### src/rtl/game_session_if.sv
// Bundle of player-side and game-side signals shared by the session controller.
// The controller uses the slave modport and the environment uses the master modport.
interface game_session_if #(
  parameter int NUM_GAMES = 2
);
  logic                     tick;
  logic [2:0]               buttons;
  logic                     login_valid;
  logic [15:0]              login_userid;
  logic                     abort;
  logic                     pause_req;
  logic [NUM_GAMES-1:0]     game_eog_in;
  logic [32*NUM_GAMES-1:0]  game_data_in;
  logic [64*NUM_GAMES-1:0]  game_display_in;
  logic [NUM_GAMES-1:0]     game_rst;
  logic [1:0]               gamestate;
  logic [2:0]               game_buttons;
  logic [15:0]              game_userid;
  logic [63:0]              display_out;
  logic                     score_valid;
  logic [31:0]              score_data;
  logic [1:0]               sel;
  logic                     busy;

  modport master (
    output tick, buttons, login_valid, login_userid, abort, pause_req,
           game_eog_in, game_data_in, game_display_in,
    input  game_rst, gamestate, game_buttons, game_userid, display_out,
           score_valid, score_data, sel, busy
  );

  modport slave (
    input  tick, buttons, login_valid, login_userid, abort, pause_req,
           game_eog_in, game_data_in, game_display_in,
    output game_rst, gamestate, game_buttons, game_userid, display_out,
           score_valid, score_data, sel, busy
  );
endinterface

### src/rtl/game_session_ctrl.sv
// Session controller: login, game selection, run/pause sequencing, score capture
// and display muxing for up to four game slots sharing one 8x8 display.
module game_session_ctrl #(
  parameter int NUM_GAMES    = 2,
  parameter int IDLE_TIMEOUT = 255,
  parameter int SCORE_HOLD   = 8
) (
  input  logic          clk,
  input  logic          rst,
  game_session_if.slave bus
);
  typedef enum logic [2:0] {S_IDLE, S_SELECT, S_RUN, S_PAUSE, S_END} state_t;

  localparam logic [1:0] LAST_SEL = 2'(NUM_GAMES - 1);

  state_t      state_q, state_d;
  logic [1:0]  sel_q, sel_d;
  logic [15:0] uid_q, uid_d;
  logic [2:0]  btn_q, btn_d;
  logic [7:0]  cnt_q, cnt_d;
  logic [63:0] frz_q, frz_d;
  logic        sv_q, sv_d;
  logic [31:0] sd_q, sd_d;

  logic [3:0]  eog4;
  logic [15:0] score4 [4];
  logic [63:0] disp4  [4];
  logic [2:0]  rise;
  logic        slot_on;
  logic        tmo_hit;
  logic        hold_hit;
  logic        eog_sel;

  // Slots are padded to four entries so the 2-bit sel indexes them directly;
  // only the low 16 bits of each slot's data word (its score) are consumed.
  for (genvar g = 0; g < 4; g++) begin : g_slot
    if (g < NUM_GAMES) begin : g_used
      logic unused_uid_bits;
      assign eog4[g]         = bus.game_eog_in[g];
      assign score4[g]       = bus.game_data_in[32*g +: 16];
      assign disp4[g]        = bus.game_display_in[64*g +: 64];
      assign unused_uid_bits = ^bus.game_data_in[32*g+16 +: 16];
      assign bus.game_rst[g] = slot_on && (sel_q == 2'(g));
    end else begin : g_unused
      assign eog4[g]   = 1'b0;
      assign score4[g] = '0;
      assign disp4[g]  = '0;
    end
  end

  assign rise     = bus.buttons & ~btn_q;
  assign eog_sel  = eog4[sel_q];
  assign tmo_hit  = bus.tick && (rise == 3'b000) && (cnt_q == 8'(IDLE_TIMEOUT - 1));
  assign hold_hit = bus.tick && (cnt_q == 8'(SCORE_HOLD - 1));

  // State register
  always_ff @(posedge clk or posedge rst) begin
    if (rst) state_q <= S_IDLE;
    else     state_q <= state_d;
  end

  // Next-state logic; abort outranks every other transition
  always_comb begin
    state_d = state_q;
    if (state_q != S_IDLE && bus.abort) begin
      state_d = S_IDLE;
    end else begin
      case (state_q)
        S_IDLE:   if (bus.login_valid) state_d = S_SELECT;
        S_SELECT: if (rise[2])         state_d = S_RUN;
                  else if (tmo_hit)    state_d = S_IDLE;
        S_RUN:    if (eog_sel)         state_d = S_END;
                  else if (bus.pause_req) state_d = S_PAUSE;
        S_PAUSE:  if (eog_sel)         state_d = S_END;
                  else if (tmo_hit)    state_d = S_IDLE;
                  else if (!bus.pause_req) state_d = S_RUN;
        S_END:    if (hold_hit)        state_d = S_IDLE;
        default:                       state_d = S_IDLE;
      endcase
    end
  end

  // Datapath next values: selection, userid latch, tick counter, score capture
  always_comb begin
    sel_d = sel_q;
    uid_d = uid_q;
    btn_d = bus.buttons;
    cnt_d = cnt_q;
    frz_d = frz_q;
    sv_d  = 1'b0;
    sd_d  = sd_q;
    if (state_q == S_IDLE && bus.login_valid) begin
      uid_d = bus.login_userid;
      sel_d = 2'd0;
    end
    if (state_q == S_SELECT && state_d == S_SELECT && rise[0]) begin
      sel_d = (sel_q == LAST_SEL) ? 2'd0 : sel_q + 2'd1;
    end
    // One counter serves both the idle timeout and the END hold time
    if (state_d != state_q ||
        ((state_q == S_SELECT || state_q == S_PAUSE) && rise != 3'b000)) begin
      cnt_d = 8'd0;
    end else if (bus.tick && cnt_q != 8'hFF &&
                 (state_q == S_SELECT || state_q == S_PAUSE || state_q == S_END)) begin
      cnt_d = cnt_q + 8'd1;
    end
    if (state_d == S_END && state_q != S_END) begin
      sv_d  = 1'b1;
      sd_d  = {uid_q, score4[sel_q]};
      frz_d = disp4[sel_q];
    end
  end

  // Datapath registers
  always_ff @(posedge clk or posedge rst) begin
    if (rst) begin
      sel_q <= '0;
      uid_q <= '0;
      btn_q <= '0;
      cnt_q <= '0;
      frz_q <= '0;
      sv_q  <= 1'b0;
      sd_q  <= '0;
    end else begin
      sel_q <= sel_d;
      uid_q <= uid_d;
      btn_q <= btn_d;
      cnt_q <= cnt_d;
      frz_q <= frz_d;
      sv_q  <= sv_d;
      sd_q  <= sd_d;
    end
  end

  // Outputs decoded from the current state
  always_comb begin
    slot_on          = (state_q == S_RUN) || (state_q == S_PAUSE) || (state_q == S_END);
    bus.busy         = (state_q != S_IDLE);
    bus.gamestate    = 2'd0;
    bus.game_buttons = 3'b000;
    bus.display_out  = disp4[sel_q];
    case (state_q)
      S_IDLE:  bus.display_out = '0;
      S_RUN: begin
        bus.gamestate    = 2'd1;
        bus.game_buttons = bus.buttons;
      end
      S_PAUSE: bus.gamestate = 2'd2;
      S_END: begin
        bus.gamestate   = 2'd3;
        bus.display_out = frz_q;
      end
      default: ;
    endcase
    bus.sel         = sel_q;
    bus.game_userid = uid_q;
    bus.score_valid = sv_q;
    bus.score_data  = sd_q;
  end
endmodule

### src/flat_wrapper.sv
// flat-port wrapper written by rule: the top's interface ports become plain ports
module game_session_ctrl_flat 
#(
  parameter int NUM_GAMES    = 2,
  parameter int IDLE_TIMEOUT = 255,
  parameter int SCORE_HOLD   = 8
)
  (clk, rst, bus_tick, bus_buttons, bus_login_valid, bus_login_userid, bus_abort, bus_pause_req, bus_game_eog_in, bus_game_data_in, bus_game_display_in, bus_game_rst, bus_gamestate, bus_game_buttons, bus_game_userid, bus_display_out, bus_score_valid, bus_score_data, bus_sel, bus_busy);
  game_session_if #(.NUM_GAMES(NUM_GAMES)) bus_i ();
  input  logic clk;
  input  logic rst;
  input wire logic [$bits(bus_i.tick)-1:0] bus_tick;
  input wire logic [$bits(bus_i.buttons)-1:0] bus_buttons;
  input wire logic [$bits(bus_i.login_valid)-1:0] bus_login_valid;
  input wire logic [$bits(bus_i.login_userid)-1:0] bus_login_userid;
  input wire logic [$bits(bus_i.abort)-1:0] bus_abort;
  input wire logic [$bits(bus_i.pause_req)-1:0] bus_pause_req;
  input wire logic [$bits(bus_i.game_eog_in)-1:0] bus_game_eog_in;
  input wire logic [$bits(bus_i.game_data_in)-1:0] bus_game_data_in;
  input wire logic [$bits(bus_i.game_display_in)-1:0] bus_game_display_in;
  output wire logic [$bits(bus_i.game_rst)-1:0] bus_game_rst;
  output wire logic [$bits(bus_i.gamestate)-1:0] bus_gamestate;
  output wire logic [$bits(bus_i.game_buttons)-1:0] bus_game_buttons;
  output wire logic [$bits(bus_i.game_userid)-1:0] bus_game_userid;
  output wire logic [$bits(bus_i.display_out)-1:0] bus_display_out;
  output wire logic [$bits(bus_i.score_valid)-1:0] bus_score_valid;
  output wire logic [$bits(bus_i.score_data)-1:0] bus_score_data;
  output wire logic [$bits(bus_i.sel)-1:0] bus_sel;
  output wire logic [$bits(bus_i.busy)-1:0] bus_busy;
  assign bus_i.tick = bus_tick;
  assign bus_i.buttons = bus_buttons;
  assign bus_i.login_valid = bus_login_valid;
  assign bus_i.login_userid = bus_login_userid;
  assign bus_i.abort = bus_abort;
  assign bus_i.pause_req = bus_pause_req;
  assign bus_i.game_eog_in = bus_game_eog_in;
  assign bus_i.game_data_in = bus_game_data_in;
  assign bus_i.game_display_in = bus_game_display_in;
  assign bus_game_rst = bus_i.game_rst;
  assign bus_gamestate = bus_i.gamestate;
  assign bus_game_buttons = bus_i.game_buttons;
  assign bus_game_userid = bus_i.game_userid;
  assign bus_display_out = bus_i.display_out;
  assign bus_score_valid = bus_i.score_valid;
  assign bus_score_data = bus_i.score_data;
  assign bus_sel = bus_i.sel;
  assign bus_busy = bus_i.busy;
  game_session_ctrl #(.NUM_GAMES(NUM_GAMES), .IDLE_TIMEOUT(IDLE_TIMEOUT), .SCORE_HOLD(SCORE_HOLD)) u_core (.clk(clk), .rst(rst), .bus(bus_i));
endmodule
### config.mk
export PLATFORM = sky130hd
export DESIGN_NAME = game_session_ctrl_flat
export DESIGN_NICKNAME = d
export VERILOG_FILES = /design/src/rtl/game_session_if.sv /design/src/rtl/game_session_ctrl.sv /design/src/flat_wrapper.sv
export SDC_FILE = /design/constraint.sdc
export NUM_CORES = 1
export LEC_CHECK = 0
export ABC_AREA = 0
export CAP_MARGIN = 20
export CELL_PAD_IN_SITES_DETAIL_PLACEMENT = 0
export CELL_PAD_IN_SITES_GLOBAL_PLACEMENT = 2
export CORE_MARGIN = 2
export CORE_UTILIZATION = 23
export CTS_BUF_LIST = sky130_fd_sc_hd__clkbuf_8 sky130_fd_sc_hd__clkbuf_16
export CTS_CLUSTER_SIZE = 28
export DETAILED_ROUTE_END_ITERATION = 7
export MAX_ROUTING_LAYER = met4
export PLACE_DENSITY_LB_ADDON = 0.1
export RECOVER_POWER = 100
export SLEW_MARGIN = 20
export SYNTH_ARGS = -nofsm -noshare
export SYNTH_HDL_FRONTEND = slang
export SYNTH_SLANG_ARGS = --single-unit
### constraint.sdc
create_clock -name clk -period 5.15 [get_ports clk]
set_clock_uncertainty 0.2 [all_clocks]
set_input_delay 1.03 -clock clk [delete_from_list [all_inputs] [get_ports clk]]
set_output_delay 1.03 -clock clk [all_outputs]
set_load 0.005 [all_outputs]
==> results of run 1 <==
==> state kept, by name (all words and copies together), names as in the netlist <==
signal and cells:
u_core.frz_q 64, u_core.bus.score_data 32, u_core.bus.game_userid 16, u_core.cnt_q 8, u_core.btn_q 3, u_core.state_q 3
u_core.bus.sel 2, u_core.bus.score_valid 1
==> power groups by stage <==
| stage | combinational (uW) | clock [uW] | sequential [uW] |
|---|---|---|---|
| final | 1180 | 1210 | 1540 |
| after global placement | 1300 | 0 | 1560 |
| after detailed placement | 1300 | 0 | 1570 |
| after CTS | 1300 | 1260 | 1550 |
| after floorplan | 534 | 0 | 1530 |
| after global routing | 1320 | 1310 | 1590 |
==> synth_stat cells (2+ instances only) <==
cell type	n	share of area
buf_4	2	0.0021
nor3_1	9	0.0064
and3_1	5	0.0044
ha_1	2	0.0035
nand4_1	3	0.0026
inv_1	9	0.0048
nand3_1	67	0.047
buf_1	4	0.0021
nor2_1	5	0.0026
o21ai_0	130	0.092
nor4_1	2	0.0018
mux2i_1	82	0.12
clkbuf_1	41	0.022
nor2b_1	2	0.0018
buf_2	17	0.012
a211oi_1	3	0.0032
dfrtp_1	129	0.46
or3_1	2	0.0018
mux2_2	17	0.027
o31ai_1	16	0.017
xnor2_1	5	0.0062
a21oi_1	4	0.0028
nand2b_1	5	0.0044
nand2_1	134	0.071
or2_2	65	0.057
a31oi_1	2	0.0018
o211ai_1	2	0.0021
buf_6	2	0.0032
==> cell families after synthesis <==
group                      after synthesis
and+or+nand+nor                        308
AOI/OAI and AO/OA                      165
DFF                                    129
muxes                                   99
buffers and inverters                   76
xor gates and xnor gates                 6
adders and majority gates                2
==> worst max path at each step <==
stage / start / to / slack (ns) / cells after the start
2_1_floorplan: rst / u_core.btn_q[0] / 0.48 / 1
3_3_place_gp: bus_game_display_in[126] / bus_display_out[62] / 1.07 / 5
3_5_place_dp: bus_game_display_in[126] / bus_display_out[62] / 1.11 / 5
4_1_cts: u_core.bus.sel[0] / bus_display_out[48] / 0.84 / 5
5_1_grt: u_core.state_q[2] / bus_display_out[37] / 0.60 / 4
6_report: u_core.state_q[2] / bus_display_out[62] / 0.83 / 4
==> metrics by stage <==
step / std cells / util / instance area, sq um / setup slack (ns) / total power [uW]
after floorplan: 785 / - / 7080 / 0.479 / 2060
after global placement: 1434 / 0.346 / 10500 / 1.07 / 2860
after detailed placement: 1434 / 0.346 / 10500 / 1.11 / 2860
after CTS: 1466 / 0.365 / 11100 / 0.835 / 4110
after global routing: 1466 / 0.363 / 11100 / 0.597 / 4220
final: 1466 / 0.363 / 11100 / 0.827 / 3930
==> area by class of cell <==
type / instances / area [sq um]
Multi-Input combinational cell: 580 / 3530
Tap cell: 396 / 495
Inverter: 10 / 43.8
Clock inverter: 15 / 160
Sequential cell: 129 / 3230
Timing Repair Buffer: 319 / 3170
Fill cell: 3163 / 19400
Clock buffer: 17 / 425
==> routing by layer <==
layer  track usage  up-vias
met5             -        -
met4        0.0367        0
met3        0.0551       15
met2         0.236      191
met1         0.195     2984
li1              -     3265
==> critical path, stage by stage (launching register included) <==
cell           delay [ns]
dfrtp_1              1.19
buf_4                0.58
nand3_1              0.11
o21ai_0              0.15
dlygate4sd3_1        0.63
==> impl_metrics.yaml, run 1 <==
clock_network:
  clockBufferDepth: 2
  cts_tree: "done"
  clock_latency_ns: 0.42
  cts.clk_slew.worst_paths_ns: 0.07
  cts_made_buffers: 17
  htree_levels: 4
  postCtsSetupBuffers: 0
  cts_hold_buffers: 0
  cts.sinks: 129
  cts_resized: 0
  cts_root_buffer: "clkbuf_16"
grt:
  grt.overflow.total: 0
  grt_pass1_wl_microns: 38200
  grt_pass1_vias: 6532
  grt_antenna_before_repair: 0
  grt_max_degree: 178
  grtUsageTotal: 0.154
synthesis:
  syn-cell-area_sq_mm: 0.00708
  synthesis.nets: 1006
  synth-compound-area-share: 0.131
  synth-seq-area-share: 0.456
  yosys.area_share.simple: 0.213
  ys_warn_count: 0
  ys_types: 47
  synth_top_family_by_area: "simple AND/OR/NAND/NOR gates"
  synth_xor_area_frac: 0.00742
  avgSynthCellArea_sq_um: 9.02
  muxShareOfSynthArea: 0.143
  synth-seq-cells: 129
  syn_inst: 785
  async_flop_share: 1.00
  synth-edff-count: 0
  ys_dominant_reg_cell: "dfrtp_1"
  synthAdderAreaFrac: 0.00353
sta:
  maxSlewViolCount: 266
  fin_crit_sh: 0.839
  worstMarginPinSlew_ns: 2.02
  relSlewSlack: -0.348
  whs_ns: 0.269
  tns_ns: 0
  max_freq_mhz: 231
  setup_viol: 0
  hold_viol: 0
  period_minus_slack_ns: 4.32
  rsz0062_at_grt: "false"
floorplanning:
  ioPinCount: 342
  die_w_microns: 180
  initial_utilization: 0.233
  fp.dieH_microns: 180
  dieArea_sq_mm: 0.0322
  rows: 64
  coreArea_sq_mm: 0.0304
power:
  pwr-share-comb: 0.300
  switchingPower_uw: 1270
  pwr-share-clk: 0.308
  internal_power_uw: 2660
  ir_worst_vdd_uv: 153
  seq_power_share: 0.393
  sw_frac_of_total: 0.323
  p_per_area_mw_per_mm2: 355
  p_leak_uw: 0.00465
worst_hold_path:
  hp-class: "register to register"
  min_from: "u_core.bus.score_data[7]"
  holdPathStages: 2
  min_to: "u_core.bus.score_data[7]"
detailed_routing:
  wl_per_cell_microns: 16.6
  firstDrtPassIters: 6
  drt_iter0_markers: 287
  drc_errors: 0
  drt-total-wl_microns: 24300
  top_layer: "met4"
  via_per_inst: 4.40
  vias: 6455
  antenna_left: 0
  wl_met2_microns: 11200
  wl_met3_microns: 1780
  wl_met1_microns: 11100
layout:
  mostFrequentLayoutCells: "clkdlybuf4s50_1 (183), nand2_1 (134), o21ai_0 (130), dfrtp_1 (128), dlygate4sd3_1 (126)"
  final_nets: 1278
  drive_gt1_frac: 0.122
  diodes: 0
  final_common_cell: "clkdlybuf4s50_1"
  syn_to_final_growth_pct: 56.1
status:
  run_status: "complete, but fails checks"
  violations: "capacitance limit, slew limit"
placement:
  gp_congestion: 0.761
  dpl.hpwl_microns: 16600
  port_buffers: 309
setup_path:
  r2r-start: "u_core.bus.sel[0]"
  crit_type: "register to output pin"
  required_ns: 3.92
  start_kind: "register"
  endpoint_kind: "output pin"
  cp_data_arrival_time_ns: 3.09
  worst_r2r_path_depth: 5
  r2r_slack_ns: 1.34
  worst-path-max-fanout: 40
  rr_endpoint: "u_core.frz_q[19]"
run:
  cap_violations: 2
Power figures use the tool's default switching activity.
==> inputs of run 2 (changes only) <==
CORE_UTILIZATION = 21   (was 23)
clock period = 3.9 ns   (was 5.15 ns; I/O delays follow)
==> run 2 against run 1 <==
- the flow still finishes with violations (capacitance limit, slew limit)
- die area is 9.3% higher
- sequential power grew 31%
- worst hold slack is essentially flat
- first-iteration DRC count down 17%
- setup slack worse by 0.64 ns
- cell area up 1.5%
- register-to-register slack got worse by 0.80 ns
- total power rose by 37%
- combinational power grew 34%
- clock power up 46%
- non-clock buffer count grew 6
- critical path type unchanged
- largest cell class unchanged
- largest power group unchanged
==> impl_metrics.yaml, run 2 (synthesis results as in run 1) <==
clock_network:
  htree_levels: 4
  clockBufferDepth: 2
  cts_root_buffer: "clkbuf_16"
  cts_made_buffers: 17
  clock_latency_ns: 0.42
  cts.clk_slew.worst_paths_ns: 0.07
  postCtsSetupBuffers: 0
  cts_tree: "done"
  cts_resized: 0
  cts.sinks: 129
  cts_hold_buffers: 0
placement:
  gp_congestion: 0.715
  dpl.hpwl_microns: 17400
  dp.cells: 1491
  port_buffers: 309
sta:
  whs_ns: 0.269
  relSlewSlack: -0.119
  period_minus_slack_ns: 3.71
  rsz0062_at_grt: "false"
  worstMarginPinSlew_ns: 1.68
  max_freq_mhz: 269
  setup_viol: 0
  hold_viol: 0
  fin_crit_sh: 0.952
  maxSlewViolCount: 30
  tns_ns: 0
detailed_routing:
  wl_per_cell_microns: 16.7
  vias: 6512
  drc_errors: 0
  via_per_inst: 4.27
  antenna_left: 0
  drt_iter0_markers: 238
  drt-total-wl_microns: 25400
  firstDrtPassIters: 4
layout:
  regMostFlops: "u_core.frz_q"
  largest_register_ffs: 64
  syn_to_final_growth_pct: 58.4
  finalNonFillerCells: 1524
  drive_gt1_frac: 0.125
  diodes: 0
  mostFrequentLayoutCells: "clkdlybuf4s50_1 (189), nand2_1 (134), o21ai_0 (131), dfrtp_1 (126), dlygate4sd3_1 (120)"
  final_common_cell: "clkdlybuf4s50_1"
  n_fill_cell: 3567
  final_nets: 1284
grt:
  grt_pass1_wl_microns: 40200
  grtUsageTotal: 0.150
  grt_max_degree: 129
  grt_pass1_vias: 6809
  grt_antenna_before_repair: 0
  grt.overflow.total: 0
worst_hold_path:
  hp-class: "register to register"
floorplanning:
  dieArea_sq_mm: 0.0352
  ioPinCount: 342
  initial_utilization: 0.212
  coreArea_sq_mm: 0.0334
  die_w_microns: 188
  fp.dieH_microns: 188
  rows: 67
status:
  violations: "capacitance limit, slew limit"
  run_status: "complete, but fails checks"
power:
  p_leak_uw: 0.00469
  p_per_area_mw_per_mm2: 479
  pwr-share-comb: 0.295
  switchingPower_uw: 1670
  finalPower_uw: 5370
  seq_power_share: 0.377
  sw_frac_of_total: 0.311
  ir_worst_vdd_uv: 209
  internal_power_uw: 3700
  pwr-share-clk: 0.329
setup_path:
  crit_cells: 5
  cp_data_arrival_time_ns: 2.73
  critPathTopFamily: "buffers and inverters"
  endpoint_kind: "output pin"
  crit_type: "register to output pin"
  r2r_slack_ns: 0.54
  cp_slowest_cell: "dlygate4sd3_1"
  worst_r2r_path_depth: 6
  crit_buf_inv: 2
  critPathCapture: "bus_display_out[58]"
  rr_endpoint: "u_core.frz_q[8]"
  required_ns: 2.92
  start_kind: "register"
  critical_path.max_stage_delay_ns: 0.65
  startpoint: "u_core.bus.sel[0]"
  worst-path-max-fanout: 39
  r2r-start: "u_core.bus.sel[0]"
  cp_cell_sequence: "buf_12 -> mux2i_1 -> or2_2 -> o21ai_0 -> dlygate4sd3_1"
run:
  cap_violations: 1
-- run 2: how the worst min path moves through the flow --
stage | from | end | cells after the start
2_1_floorplan | u_core.frz_q[0] | u_core.frz_q[0] | 2
3_3_place_gp | u_core.bus.score_data[20] | u_core.bus.score_data[20] | 2
3_5_place_dp | u_core.bus.score_data[30] | u_core.bus.score_data[30] | 2
4_1_cts | u_core.bus.score_data[27] | u_core.bus.score_data[27] | 2
5_1_grt | u_core.bus.score_data[9] | u_core.bus.score_data[9] | 2
6_report | u_core.bus.score_data[27] | u_core.bus.score_data[27] | 2
-- run 2: per-layer routing --
metal | global-route usage | vias up | wire length (microns)
met5 | - | - | 0
met4 | 0.0336 | 0 | 243
met3 | 0.0524 | 13 | 1920
met2 | 0.233 | 190 | 11700
met1 | 0.187 | 3034 | 11500
li1 | - | 3275 | -
-- run 2: final cells by class --
class,instances,area [sq um],area share
clock buffers,17,425,0.0379
clock inverters,15,209,0.0186
inverters,10,41.3,0.00368
multi-input cells,580,3510,0.312
flip-flops and latches,129,3230,0.288
well taps,448,561,0.0499
repair buffers,325,3250,0.289
-- run 2: worst register-to-register path, cell delays in order, from the launching register on --
cell	delay (ns)
dfrtp_4	0.63
buf_8	0.23
mux2i_1	0.35
or2_0	0.18
or3_4	0.38
clkbuf_4	0.86
o21ai_0	0.35
-- run 2: through the flow --
stage | util | setup WS (ns) | instance area [sq um]
6_report | 0.336 | 0.187 | 11200
5_1_grt | 0.336 | 0.0563 | 11200
2_1_floorplan | - | 1.27 | 7090
3_5_place_dp | 0.320 | 0.442 | 10700
4_1_cts | 0.339 | 0.0626 | 11300
3_3_place_gp | 0.320 | 0.430 | 10700
-- run 2: power by group through the flow --
| stage | logic, uW | clock network (uW) | registers (uW) |
|---|---|---|---|
| 2_1_floorplan | 706 | 0 | 2020 |
| 3_3_place_gp | 1750 | 0 | 2040 |
| 3_5_place_dp | 1750 | 0 | 2060 |
| 4_1_cts | 1750 | 1840 | 2040 |
| 5_1_grt | 1790 | 1890 | 2090 |
| 6_report | 1580 | 1770 | 2020 |
